`config.mk`:
```
export PLATFORM = sky130hd
export DESIGN_NAME = mem_port_arbiter
export DESIGN_NICKNAME = d
export VERILOG_FILES = /design/src/rtl/mem_port_arbiter.sv
export SDC_FILE = /design/constraint.sdc
export NUM_CORES = 1
export LEC_CHECK = 0
export CELL_PAD_IN_SITES_DETAIL_PLACEMENT = 0
export CELL_PAD_IN_SITES_GLOBAL_PLACEMENT = 1
export CORE_ASPECT_RATIO = 0.75
export CORE_MARGIN = 4
export CORE_UTILIZATION = 30
export DETAILED_ROUTE_END_ITERATION = 10
export PLACE_DENSITY_LB_ADDON = 0.1
export SLEW_MARGIN = 5
export SYNTH_ARGS = -nofsm -noshare
export SYNTH_HDL_FRONTEND = slang
export SYNTH_SLANG_ARGS = --single-unit
```
`constraint.sdc`:
```
create_clock -name clk -period 4.8 [get_ports clk]
set_input_delay 0.96 -clock clk [delete_from_list [all_inputs] [get_ports clk]]
set_output_delay 0.96 -clock clk [all_outputs]
set_load 0.01 [all_outputs]
```
`src/rtl/mem_port_arbiter.sv`:
```
// Shares one physical memory port between instruction fetch and data access.
// Data wins ties unless imem has been passed over STARVE_LIMIT times in a row.
module mem_port_arbiter #(
    parameter int unsigned STARVE_LIMIT = 4
) (
    input  logic        clk,
    input  logic        rst,
    input  logic        imem_read,
    input  logic [31:0] imem_address,
    output logic [31:0] imem_rdata,
    output logic        imem_resp,
    input  logic        dmem_read,
    input  logic        dmem_write,
    input  logic [31:0] dmem_address,
    input  logic [31:0] dmem_wdata,
    input  logic [3:0]  dmem_mbe,
    output logic [31:0] dmem_rdata,
    output logic        dmem_resp,
    output logic        pmem_read,
    output logic        pmem_write,
    output logic [31:0] pmem_address,
    output logic [31:0] pmem_wdata,
    output logic [3:0]  pmem_mbe,
    input  logic [31:0] pmem_rdata,
    input  logic        pmem_resp
);

    localparam int unsigned AW = 32;
    localparam int unsigned DW = 32;
    localparam int unsigned MW = 4;
    localparam int unsigned CW = (STARVE_LIMIT > 0) ? $clog2(STARVE_LIMIT + 1) : 1;

    typedef enum logic [1:0] {IDLE, GRANT_I, GRANT_D} state_t;
    typedef enum logic [1:0] {MASK_NONE, MASK_I, MASK_D} mask_t;

    typedef struct packed {
        logic [AW-1:0] address;
        logic [DW-1:0] wdata;
        logic [MW-1:0] mbe;
    } pmem_req_t;

    state_t    state, state_nxt;
    mask_t     mask, mask_nxt;
    logic [CW-1:0] starve_cnt, starve_cnt_nxt;
    pmem_req_t req_q, req_nxt;
    logic      rd_nxt, wr_nxt;
    logic      dmem_req, imem_req, force_i;

    // State and all registered pmem-side outputs.
    always_ff @(posedge clk or negedge rst) begin
        if (!rst) begin
            state      <= IDLE;
            mask       <= MASK_NONE;
            starve_cnt <= '0;
            req_q      <= '0;
            pmem_read  <= 1'b0;
            pmem_write <= 1'b0;
        end else begin
            state      <= state_nxt;
            mask       <= mask_nxt;
            starve_cnt <= starve_cnt_nxt;
            req_q      <= req_nxt;
            pmem_read  <= rd_nxt;
            pmem_write <= wr_nxt;
        end
    end

    assign pmem_address = req_q.address;
    assign pmem_wdata   = req_q.wdata;
    assign pmem_mbe     = req_q.mbe;

    // Arbitration: the requester just served sits out exactly one IDLE cycle.
    always_comb begin
        state_nxt = state;
        dmem_req  = (dmem_read || dmem_write) && (mask != MASK_D);
        imem_req  = imem_read && (mask != MASK_I);
        force_i   = (STARVE_LIMIT != 0) && (starve_cnt == CW'(STARVE_LIMIT));
        case (state)
            IDLE: begin
                if (dmem_req && imem_req) state_nxt = force_i ? GRANT_I : GRANT_D;
                else if (dmem_req)        state_nxt = GRANT_D;
                else if (imem_req)        state_nxt = GRANT_I;
            end
            GRANT_I, GRANT_D: begin
                if (pmem_resp) state_nxt = IDLE;
            end
            default: state_nxt = IDLE;
        endcase
    end

    // Response forwarding and next values for the latched pmem request.
    always_comb begin
        imem_resp      = 1'b0;
        imem_rdata     = '0;
        dmem_resp      = 1'b0;
        dmem_rdata     = '0;
        req_nxt        = req_q;
        rd_nxt         = pmem_read;
        wr_nxt         = pmem_write;
        mask_nxt       = MASK_NONE;
        starve_cnt_nxt = starve_cnt;

        if (state == IDLE && state_nxt == GRANT_I) begin
            rd_nxt         = 1'b1;
            wr_nxt         = 1'b0;
            req_nxt        = '{address: imem_address, wdata: '0, mbe: '1};
            starve_cnt_nxt = '0;
        end else if (state == IDLE && state_nxt == GRANT_D) begin
            // A read+write collision resolves to a write.
            rd_nxt  = !dmem_write;
            wr_nxt  = dmem_write;
            req_nxt = '{address: dmem_address, wdata: dmem_wdata,
                        mbe: dmem_write ? dmem_mbe : {MW{1'b1}}};
            if (imem_read && starve_cnt != CW'(STARVE_LIMIT))
                starve_cnt_nxt = starve_cnt + CW'(1);
        end

        if (state == GRANT_I && pmem_resp) begin
            imem_resp  = 1'b1;
            imem_rdata = pmem_rdata;
            rd_nxt     = 1'b0;
            wr_nxt     = 1'b0;
            mask_nxt   = MASK_I;
        end
        if (state == GRANT_D && pmem_resp) begin
            dmem_resp  = 1'b1;
            dmem_rdata = pmem_rdata;
            rd_nxt     = 1'b0;
            wr_nxt     = 1'b0;
            mask_nxt   = MASK_D;
        end
    end

    a_no_rw_collision : assert property (@(posedge clk) disable iff (!rst)
        !(dmem_read && dmem_write))
        else $warning("dmem_read and dmem_write both high; access handled as a write");

endmodule

```
==> summary.txt <==
# setup viols final: 0
Final instance area: 8222 um^2
Worst Path Max Fanout: 63
Power Dens Cells: 642.5 nW/um^2
Reg2reg start: state[0]
Max clock buf depth: 2
Slowest CP cell: clkdlybuf4s50_1
Synth area leaders: dfrtp_1, and3_1, mux2i_1
H-tree depth: 3
Worst hold endpoint: pmem_wdata[19]
Max-slew violation count: 0
Syn Nets: 669
Startpoint of the worst hold path: pmem_wdata[19]
First-pass GRT wire length: 26850 um
WP data required: 3.84 ns
Mapped Area: 5001 um^2
Crit path arrival time: 2.82 ns
Min-Delay Path Depth: 1
Initial antenna violation count: 0
Share of the yosys chip area belonging to registers: 38.53%
Final Hold Violating Endpoints: 0
Initial detailed-routing violation count: 245
Max Fclk: 264.7 MHz
Die X: 157.1 um
Slew @ Worst Pin: 0.9576 ns
Routability cong.: 0.8151
Placed cell area: 7894 um^2
Crit path top cell by count: clkdlybuf4s50_1
Core area: 16170 um^2
Fin crit share: 78.72%
Num CTS Buffers: 9
Final wirelength: 17470 um
Count of different cell masters after synthesis: 36
CTS root buf: clkbuf_16
Post CTS Setup Buffer Count: 0
Ratio of cells with drive above 1 in the final layout: 8.690%
Area Overhead vs Synth: 64.40%
CP endpoint kind: output pin
Reg2reg setup slack: 1.66 ns
Synth top area share: 38.53%
Routed length per instance: 17.81 um
NumNets Final: 912
Vias in the first global route: 5082
CTS resizes: 0
Final Critical Period: 3.778 ns
DR vias/cell: 5.047
I/O pins: 274
CP Depth: 5
Reg2Reg Capture Point: pmem_address[26]
Initial DRT Pass Iterations: 4
MaxCap Viol Count: 0
Dominant synthesized flop cell: dfrtp_1
Remaining global-route overflow: 0
Clock Sinks: 77
Max-slew headroom: 36.16%
R2R depth: 7
Asr flop ratio synth: 100.0%
Bufs and invs on worst path: 4
Setup TNS: 0 ns
CTS tree: done
Area leader, netlist: dfrtp_1
Slowest stage delay, CP: 0.57 ns
Worst VDD drop: 0.3891 mV
Starting Density: 30.94%
WS Path Type: in -> out
Gr usage total: 17.74%
CTS Hold Bufs: 0
Crit path cell chain: clkdlybuf4s50_1, buf_4, nand2_1, inv_1, clkdlybuf4s50_1
Hold crit path type: reg -> reg
Crit path max-delay family: buffers and inverters
Row count: 40
PortBufs: 273
Final ANT Viol Nets: 0
Avg Cell Area, Syn: 9.526 um^2
Via count: 4951
Final HPWL DP: 12570 um
# DRC: 0
Leakage Power: 3.674 nW
#FFs+latches synth: 77
Crit path from: pmem_resp
Run status: completed
Clk_skew: 0.01061 ns
Die Area: 18820 um^2
Unrepaired setup endpoints after global routing: false
Die Y: 119.8 um
Worst-path clk slew: 0.05 ns
Mapped Cells: 525
# diodes: 0
Number of enable flip-flop cells after synthesis: 0
Startpoint Class: input port
Later-pin clock latency in the skew report: 0.34 ns
Largest net degree at the start of global routing: 65
Synth warn: 0
## flip-flops by register name, indices dropped and copies added, names as in the netlist
| name | count |
|---|---|
| pmem_address | 32 |
| pmem_wdata | 32 |
| pmem_mbe | 4 |
| starve_cnt | 3 |
| mask | 2 |
| state | 2 |
| pmem_read | 1 |
| pmem_write | 1 |
## report_power, final
part	total, mW	internal (mW)	switching, mW
combinational	3.31	1.64	1.66
clock	0.773	0.503	0.269
sequential	1.20	0.989	0.216
## layout by cell type, fill, tap and decap left out, types with 2 or more instances in the layout
cell	n
and2_1	34
nand2_1	8
nand3b_1	4
and3_1	65
clkdlybuf4s50_1	272
nor2_1	36
ha_1	6
a22o_1	2
nor4_1	32
mux2_2	31
bufinv_16	3
a221oi_1	30
a2bb2oi_1	4
clkbuf_16	9
a21oi_1	3
mux2_1	2
mux2i_1	40
dfrtp_1	77
inv_1	40
nand2b_1	2
a221oi_2	3
o21ai_2	2
o2bb2ai_1	32
buf_4	12
nand3_1	5
## cell type report
| cell class | count | area, um^2 |
|---|---|---|
| Tap cell | 210 | 262.8 |
| Clock buffer | 10 | 229.0 |
| Multi-Input combinational cell | 355 | 2721 |
| Fill cell | 1520 | 7944 |
| Clock inverter | 4 | 98.84 |
| Sequential cell | 77 | 1927 |
| Timing Repair Buffer | 285 | 2833 |
| Inverter | 40 | 150.1 |
## synthesized netlist by cell type (all sizes together) (3+ instances only)
cell,n
a21oi,3
inv,40
ha,6
nand2,8
nor2,36
a221oi,34
o21ai,3
and3,65
nand2b,3
nand3,5
dfrtp,77
mux2,33
and2,34
a2bb2oi,4
nand3b,4
clkbuf,33
nor4,32
buf,20
o2bb2ai,32
mux2i,40
## layer usage
metal  GRT usage (%)  wire, um
met5               0         0
met4           4.460       228
met3           6.885      1501
met2           28.99      8188
met1           22.05      7550
## worst max-delay path by stage
| stage | endpoint | slack (ns) |
|---|---|---|
| after floorplan | pmem_address[16] | 2.17 |
| after global placement | pmem_address[17] | 1.02 |
| after detailed placement | pmem_address[26] | 0.89 |
| after CTS | dmem_resp | 1.04 |
| after global routing | imem_resp | 0.91 |
| final | dmem_resp | 1.02 |
## logic make-up (layout without fill, tap and decap cells)
| group | Yosys count | after routing | share of synthesized area [%] |
|---|---|---|---|
| AOI/OAI and AO/OA | 85 | 85 | 15.39 |
| adders and majority gates | 6 | 6 | 1.501 |
| buffers and inverters | 93 | 339 | 7.481 |
| DFF | 77 | 77 | 38.53 |
| muxes | 73 | 73 | 15.44 |
| and+or+nand+nor | 191 | 191 | 21.67 |
## through the flow
stage	total power, mW	setup slack (ns)	util [%]	hold slack [ns]	std cells
after floorplan	3.233	2.174	-	0.4914	525
after global placement	4.465	1.022	48.83	0.4968	967
after detailed placement	4.543	0.8882	48.83	0.4974	967
after CTS	5.338	1.038	50.86	0.5154	981
after global routing	5.663	0.9104	50.86	0.5265	981
final	5.283	1.022	50.86	0.5136	981
(Power assumes the default switching activity.)
